<file path="src/rtl/shot_scheduler.sv">
// Laser shot sequencer: parses a 9-byte BD-framed command and fires Tstart
// pulses at a programmed period, either as a counted burst or continuously.
module shot_scheduler #(
   parameter int TRIG_W     = 4,
   parameter int MIN_PERIOD = 16,
   parameter int TIMEOUT    = 1000
) (
   input  logic        clk,
   input  logic        rst,
   input  logic [7:0]  data_in,
   input  logic        data_in_valid,
   output logic        laser_trig,
   output logic [15:0] shot_idx,
   output logic        busy,
   output logic        done,
   output logic        frame_err,
   output logic        cmd_rej
);
   localparam logic [1:0] P_IDLE = 2'd0;
   localparam logic [1:0] P_BODY = 2'd1;
   localparam logic [1:0] P_CHK  = 2'd2;

   localparam logic [1:0] S_IDLE = 2'd0;
   localparam logic [1:0] S_FIRE = 2'd1;
   localparam logic [1:0] S_WAIT = 2'd2;
   localparam logic [1:0] S_DONE = 2'd3;

   localparam logic [7:0]       SYNC_BYTE = 8'hBD;
   localparam int               GAP_W     = $clog2(TIMEOUT + 1);
   localparam logic [GAP_W-1:0] GAP_LAST  = GAP_W'(TIMEOUT - 1);
   localparam logic [31:0]      TRIG_LAST = 32'(TRIG_W - 1);
   localparam logic [31:0]      MIN_P     = 32'(MIN_PERIOD);

   // ---------------- frame parser ----------------
   logic [1:0]       p_state_reg;
   logic [2:0]       byte_cnt_reg;
   logic [55:0]      shift_reg;
   logic [7:0]       xor_reg;
   logic [GAP_W-1:0] gap_cnt_reg;
   logic             cmd_stb_reg;
   logic [1:0]       cmd_code_reg;
   logic [31:0]      cfg_period_reg;
   logic [15:0]      cfg_count_reg;
   logic             frame_err_reg;

   logic [7:0]  f_cmd;
   logic [31:0] f_period;
   logic [15:0] f_count;
   logic        cmd_known;
   logic        period_ok;
   logic        frame_ok;

   assign f_cmd     = shift_reg[55:48];
   assign f_period  = shift_reg[47:16];
   assign f_count   = shift_reg[15:0];
   assign cmd_known = (f_cmd == 8'h01) || (f_cmd == 8'h02) || (f_cmd == 8'h03);
   // Stop frames carry period/count only for the checksum, so they skip the period test.
   assign period_ok = (f_cmd == 8'h02) || (f_period >= MIN_P);
   assign frame_ok  = (xor_reg == data_in) && cmd_known && period_ok;

   always_ff @(posedge clk) begin
      if (rst) begin
         p_state_reg    <= P_IDLE;
         byte_cnt_reg   <= 3'd0;
         shift_reg      <= 56'd0;
         xor_reg        <= 8'd0;
         gap_cnt_reg    <= '0;
         cmd_stb_reg    <= 1'b0;
         cmd_code_reg   <= 2'd0;
         cfg_period_reg <= MIN_P;
         cfg_count_reg  <= 16'd0;
         frame_err_reg  <= 1'b0;
      end else begin
         cmd_stb_reg   <= 1'b0;
         frame_err_reg <= 1'b0;
         case (p_state_reg)
            P_IDLE: begin
               if (data_in_valid && (data_in == SYNC_BYTE)) begin
                  p_state_reg  <= P_BODY;
                  byte_cnt_reg <= 3'd0;
                  xor_reg      <= 8'd0;
                  gap_cnt_reg  <= '0;
               end
            end
            P_BODY: begin
               if (data_in_valid) begin
                  shift_reg    <= {shift_reg[47:0], data_in};
                  xor_reg      <= xor_reg ^ data_in;
                  gap_cnt_reg  <= '0;
                  byte_cnt_reg <= byte_cnt_reg + 3'd1;
                  if (byte_cnt_reg == 3'd6) begin
                     p_state_reg <= P_CHK;
                  end
               end
            end
            P_CHK: begin
               if (data_in_valid) begin
                  gap_cnt_reg <= '0;
                  p_state_reg <= P_IDLE;
                  if (frame_ok) begin
                     cmd_stb_reg  <= 1'b1;
                     cmd_code_reg <= f_cmd[1:0];
                     if (f_cmd != 8'h02) begin
                        cfg_period_reg <= f_period;
                        cfg_count_reg  <= f_count;
                     end
                  end else begin
                     frame_err_reg <= 1'b1;
                  end
               end
            end
            default: p_state_reg <= P_IDLE;
         endcase
         // Inter-byte watchdog; overrides the state update above on expiry.
         if ((p_state_reg == P_BODY || p_state_reg == P_CHK) && !data_in_valid) begin
            if (gap_cnt_reg == GAP_LAST) begin
               frame_err_reg <= 1'b1;
               p_state_reg   <= P_IDLE;
               gap_cnt_reg   <= '0;
            end else begin
               gap_cnt_reg <= gap_cnt_reg + 1'b1;
            end
         end
      end
   end

   // ---------------- shot scheduler ----------------
   logic [1:0]  s_state_reg,    s_state_next;
   logic [31:0] per_cnt_reg,    per_cnt_next;
   logic [31:0] run_period_reg, run_period_next;
   logic [15:0] run_count_reg,  run_count_next;
   logic        run_cont_reg,   run_cont_next;
   logic        stop_pend_reg,  stop_pend_next;
   logic        trig_reg,       trig_next;
   logic [15:0] shot_idx_reg,   shot_idx_next;
   logic        busy_reg,       busy_next;
   logic        done_reg,       done_next;
   logic        rej_reg,        rej_next;

   logic start_stb;
   logic stop_stb;
   logic period_end;
   logic last_shot;

   assign start_stb  = cmd_stb_reg && (cmd_code_reg != 2'd2);
   assign stop_stb   = cmd_stb_reg && (cmd_code_reg == 2'd2);
   assign period_end = (per_cnt_reg == run_period_reg - 32'd1);
   assign last_shot  = !run_cont_reg && (shot_idx_reg == run_count_reg - 16'd1);

   always_comb begin
      s_state_next    = s_state_reg;
      per_cnt_next    = per_cnt_reg + 32'd1;
      run_period_next = run_period_reg;
      run_count_next  = run_count_reg;
      run_cont_next   = run_cont_reg;
      stop_pend_next  = stop_pend_reg;
      trig_next       = trig_reg;
      shot_idx_next   = shot_idx_reg;
      busy_next       = busy_reg;
      done_next       = 1'b0;
      rej_next        = 1'b0;
      case (s_state_reg)
         S_IDLE, S_DONE: begin
            s_state_next = S_IDLE;
            per_cnt_next = per_cnt_reg;
            if (start_stb) begin
               run_period_next = cfg_period_reg;
               run_count_next  = cfg_count_reg;
               run_cont_next   = (cmd_code_reg == 2'd3);
               if ((cmd_code_reg == 2'd1) && (cfg_count_reg == 16'd0)) begin
                  done_next = 1'b1;
               end else begin
                  s_state_next   = S_FIRE;
                  trig_next      = 1'b1;
                  busy_next      = 1'b1;
                  shot_idx_next  = 16'd0;
                  per_cnt_next   = 32'd0;
                  stop_pend_next = 1'b0;
               end
            end
         end
         S_FIRE: begin
            if (stop_stb) begin
               stop_pend_next = 1'b1;
            end else if (start_stb) begin
               rej_next = 1'b1;
            end
            // A stop seen during the pulse is honoured only once the pulse is complete.
            if (per_cnt_reg == TRIG_LAST) begin
               trig_next = 1'b0;
               if (stop_pend_reg || stop_stb) begin
                  s_state_next = S_DONE;
                  done_next    = 1'b1;
                  busy_next    = 1'b0;
               end else begin
                  s_state_next = S_WAIT;
               end
            end
         end
         S_WAIT: begin
            if (stop_stb) begin
               s_state_next = S_DONE;
               done_next    = 1'b1;
               busy_next    = 1'b0;
            end else begin
               if (start_stb) begin
                  rej_next = 1'b1;
               end
               if (period_end) begin
                  if (last_shot) begin
                     s_state_next = S_DONE;
                     done_next    = 1'b1;
                     busy_next    = 1'b0;
                  end else begin
                     s_state_next  = S_FIRE;
                     trig_next     = 1'b1;
                     per_cnt_next  = 32'd0;
                     shot_idx_next = shot_idx_reg + 16'd1;
                  end
               end
            end
         end
      endcase
   end

   always_ff @(posedge clk) begin
      if (rst) begin
         s_state_reg    <= S_IDLE;
         per_cnt_reg    <= 32'd0;
         run_period_reg <= MIN_P;
         run_count_reg  <= 16'd0;
         run_cont_reg   <= 1'b0;
         stop_pend_reg  <= 1'b0;
         trig_reg       <= 1'b0;
         shot_idx_reg   <= 16'd0;
         busy_reg       <= 1'b0;
         done_reg       <= 1'b0;
         rej_reg        <= 1'b0;
      end else begin
         s_state_reg    <= s_state_next;
         per_cnt_reg    <= per_cnt_next;
         run_period_reg <= run_period_next;
         run_count_reg  <= run_count_next;
         run_cont_reg   <= run_cont_next;
         stop_pend_reg  <= stop_pend_next;
         trig_reg       <= trig_next;
         shot_idx_reg   <= shot_idx_next;
         busy_reg       <= busy_next;
         done_reg       <= done_next;
         rej_reg        <= rej_next;
      end
   end

   assign laser_trig = trig_reg;
   assign shot_idx   = shot_idx_reg;
   assign busy       = busy_reg;
   assign done       = done_reg;
   assign frame_err  = frame_err_reg;
   assign cmd_rej    = rej_reg;

endmodule

</file>
<file path="config.mk">
export PLATFORM = sky130hd
export DESIGN_NAME = shot_scheduler
export DESIGN_NICKNAME = d
export VERILOG_FILES = /design/src/rtl/shot_scheduler.sv
export SDC_FILE = /design/constraint.sdc
export NUM_CORES = 1
export LEC_CHECK = 0
export BUFFER_PORTS_ARGS = -buffer_cell sky130_fd_sc_hd__buf_2
export CAP_MARGIN = 20
export CORE_ASPECT_RATIO = 0.8
export CORE_MARGIN = 1
export CORE_UTILIZATION = 50
export DETAILED_ROUTE_END_ITERATION = 8
export PLACE_DENSITY = 0.66
export SLEW_MARGIN = 25
export SYNTH_ARGS = -nofsm -noshare
export SYNTH_HDL_FRONTEND = slang
export SYNTH_SLANG_ARGS = --single-unit
</file>
<file path="constraint.sdc">
create_clock -name clk -period 4.25 [get_ports clk]
set_input_delay 0.425 -clock clk [delete_from_list [all_inputs] [get_ports clk]]
set_output_delay 0.425 -clock clk [all_outputs]
set_load 0.01 [all_outputs]
</file>
==> qor.csv <==
metric,value,unit
status,"complete, no violations",
mapped cell area,11400,um^2
crit path max fanout,17,
post-DR vias/cell,5.63,
DIE HEIGHT,137,um
Setup crit start kind,flip-flop,
Post-CTS Setup Inserts,0,
# resized after CTS,0,
residual DRC count,0,
CTS tree,done,
H-tree levels,1,
Post-CTS Hold Fix Bufs,0,
die width,171,um
critical path class,reg -> reg,
# diodes,0,
GR Util met3,0.0396,
max FFs per register,56,
asr flop ratio synth,0,
clock skew,18.5,ps
critical register-to-register path endpoint,shot_idx[12]$_SDFFE_PP0P_,
"Top cell by count, worst path",nand4b_1,
die area,23400,um^2
io pins,32,
Max Slew Vio Count,0,
final instance area,12500,um^2
Syn Nets,1485,
Power Density,345,nW/um^2
grt met2 use,0.342,
final setup violating endpoints,0,
min Tclk post-route,3720,ps
"EDFF count, synth",0,
Final Net Count,1473,
CTS root buf,clkbuf_16,
DR WL/cell,16.1,um
end of the critical path,shot_idx[12]$_SDFFE_PP0P_,
largest area contributor in the netlist,dfxtp_1,
post-route ant nets,0,
Core Area,22000,um^2
post-route setup TNS,0,ps
Mapped Cells,1461,
worst-case reg-to-reg path depth,10,
Yosys top cell area share,0.413,
largest net degree at the start of global routing,101,
Yosys cell types,71,
clock buffer count from CTS,24,
Worst VDD drop,0.316,mV
leak pwr,4.29,nW
clk slew on worst S/H paths,60,ps
initial drt markers,954,
share of cells above drive strength 1,0.0779,
initial core utilization,0.518,
CP Launch Point,run_period_reg[2]$_SDFFE_PP0P_,
Clock Sinks,235,
RR Startpoint,run_period_reg[2]$_SDFFE_PP0P_,
WP data required,4700,ps
worst relative slew slack,0.315,
Final Hold Viols,0,
"most common cell after layout, fill and taps aside",nand2_1,
via count,9940,
HPWL after DPL,20.1,mm
Worst-Skew Late Latency,540,ps
post-route clock period utilization,0.875,
#FFs+latches synth,235,
RSZ-0062 raised after global routing,false,
Layout Utilization,0.567,
IO buf count,31,
total track usage,0.245,
largest cells by area after synthesis,"dfxtp_1 41%, nand2_1 12%, a21oi_1 8.2%, xor2_1 4.4%, xnor2_1 3.9%",
initial antenna violation count,0,
final WL,28.4,mm
Synth Flop Type,dfxtp_1,
met1 usage,0.383,
Initial DRT Pass Iterations,5,
Avg Inst Size Synth,7.80,um^2
Final Non-Filler Cells,1764,
delay of the slowest critical-path stage,570,ps
Hold Path Class,in -> reg,
Worst-Margin Slew,1030,ps
busiest layer in global routing,met1,
global-route wire length before repair,46.3,mm
Rows,48,
RD Place Congestion,0.934,
sequential share of the synthesized area,0.413,
most frequent cells in the layout,"370 x nand2_1, 235 x dfxtp_1, 186 x a21oi_1",
area delta synth->final,9.41,%
slowest library cell on the worst path,nor4_2,
Inst Count DP,1723,
Yosys Warn Count,0,
reg-to-reg setup timing slack,530,ps
clock tree buffer depth,3,
Achievable Freq,269,MHz
crit path cell chain,nor4_2 -> nand4b_1 -> or3_4 -> a2111oi_4 -> nand4b_1 -> nor3_2 -> a41oi_4 -> buf_4 -> or4_1 -> a21oi_1,
GRT overflow,0,
placed instance area,11700,um^2
CP arrival,4170,ps
vias in the first global route,8662,
crit path capture type,flip-flop,
number of max-cap violations,0,
## power by group
part           switching [mW]  internal (mW)  total (mW)  leakage, nW
clock network           0.877           1.16        2.04        0.368
logic                  0.0517         0.0128      0.0644         2.03
registers            0.000236           2.20        2.20         1.89
## per-layer routing
layer,vias up,part of all wire,routed length [um]
li1,5031,-,-
met3,32,0.061,1720
met2,282,0.40,11300
met5,-,0,0
met4,0,0.018,514
met1,4595,0.52,14800
## worst min-delay path by stage
stage	startpoint	endpoint	cells past startpoint
after floorplan	shift_reg[53]$_SDFFE_PP0P_	shift_reg[53]$_SDFFE_PP0P_	2
after global placement	cfg_period_reg[30]$_SDFFE_PP0P_	cfg_period_reg[30]$_SDFFE_PP0P_	2
after detailed placement	cfg_period_reg[17]$_SDFFE_PP0P_	run_period_reg[17]$_SDFFE_PP0P_	2
after CTS	data_in[1]	shift_reg[1]$_SDFFE_PP0P_	3
after global routing	data_in[3]	shift_reg[3]$_SDFFE_PP0P_	3
final	data_in[0]	shift_reg[0]$_SDFFE_PP0P_	3
## worst max-delay path: cells and delay by family (launching register included)
| family | cells | cell delay (ps) |
|---|---|---|
| compound gates | 3 | 650 |
| buf+inv | 1 | 230 |
| flops | 1 | 380 |
| simple gates | 6 | 2380 |
## kinds of logic (layout without fill, tap and decap cells)
logic type,count (synthesis),in the layout,synth area share
xor gates and xnor gates,108,108,0.0830
DFF,235,235,0.413
and+or+nand+nor,695,695,0.292
muxes,14,14,0.0127
buffers and inverters,112,115,0.0386
AOI/OAI and AO/OA,284,284,0.147
adders and majority gates,13,13,0.0143
## final cells by class
class                      count  area (um^2)
inverter                      31          116
clock inverter                 6         80.1
sequential                   235         4700
timing repair buffer          43          248
tap                          300          375
clock buffer                  35          672
multi-input combinational   1114         6270
fill                        2079         9520
## per-stage QoR
step / hold WS, ps / worst slack (ps) / power [mW]
5_1_grt: 171 / 152 / 4.44
3_3_place_gp: 438 / 600 / 2.32
6_report: 173 / 533 / 4.30
2_1_floorplan: 431 / 954 / 2.29
3_5_place_dp: 443 / 511 / 2.32
4_1_cts: 160 / 438 / 4.35
## cell usage after synthesis (4+ instances only)
| cell | n |
|---|---|
| a211oi_1 | 6 |
| nand4_1 | 16 |
| and2_1 | 7 |
| nand2b_1 | 11 |
| nand2_1 | 371 |
| buf_1 | 6 |
| o31ai_1 | 8 |
| or4_1 | 16 |
| xor2_1 | 57 |
| and3_1 | 16 |
| nand3_1 | 29 |
| nor4b_1 | 6 |
| xnor2_1 | 51 |
| clkbuf_1 | 67 |
| o21a_1 | 7 |
| dfxtp_1 | 235 |
| and4_1 | 4 |
| nor4_2 | 4 |
| mux2_2 | 4 |
| nand4bb_1 | 4 |
| inv_1 | 30 |
| buf_2 | 6 |
| mux2i_1 | 10 |
| nor3_1 | 31 |
| nand3b_1 | 5 |
| or3_1 | 13 |
| o211ai_1 | 9 |
| ha_1 | 13 |
| o21ai_0 | 25 |
| nand4b_1 | 8 |
| nor2_1 | 83 |
| nor4_1 | 41 |
| a31oi_1 | 6 |
| a21oi_1 | 186 |
| or2_2 | 10 |
(Power assumes the default switching activity.)
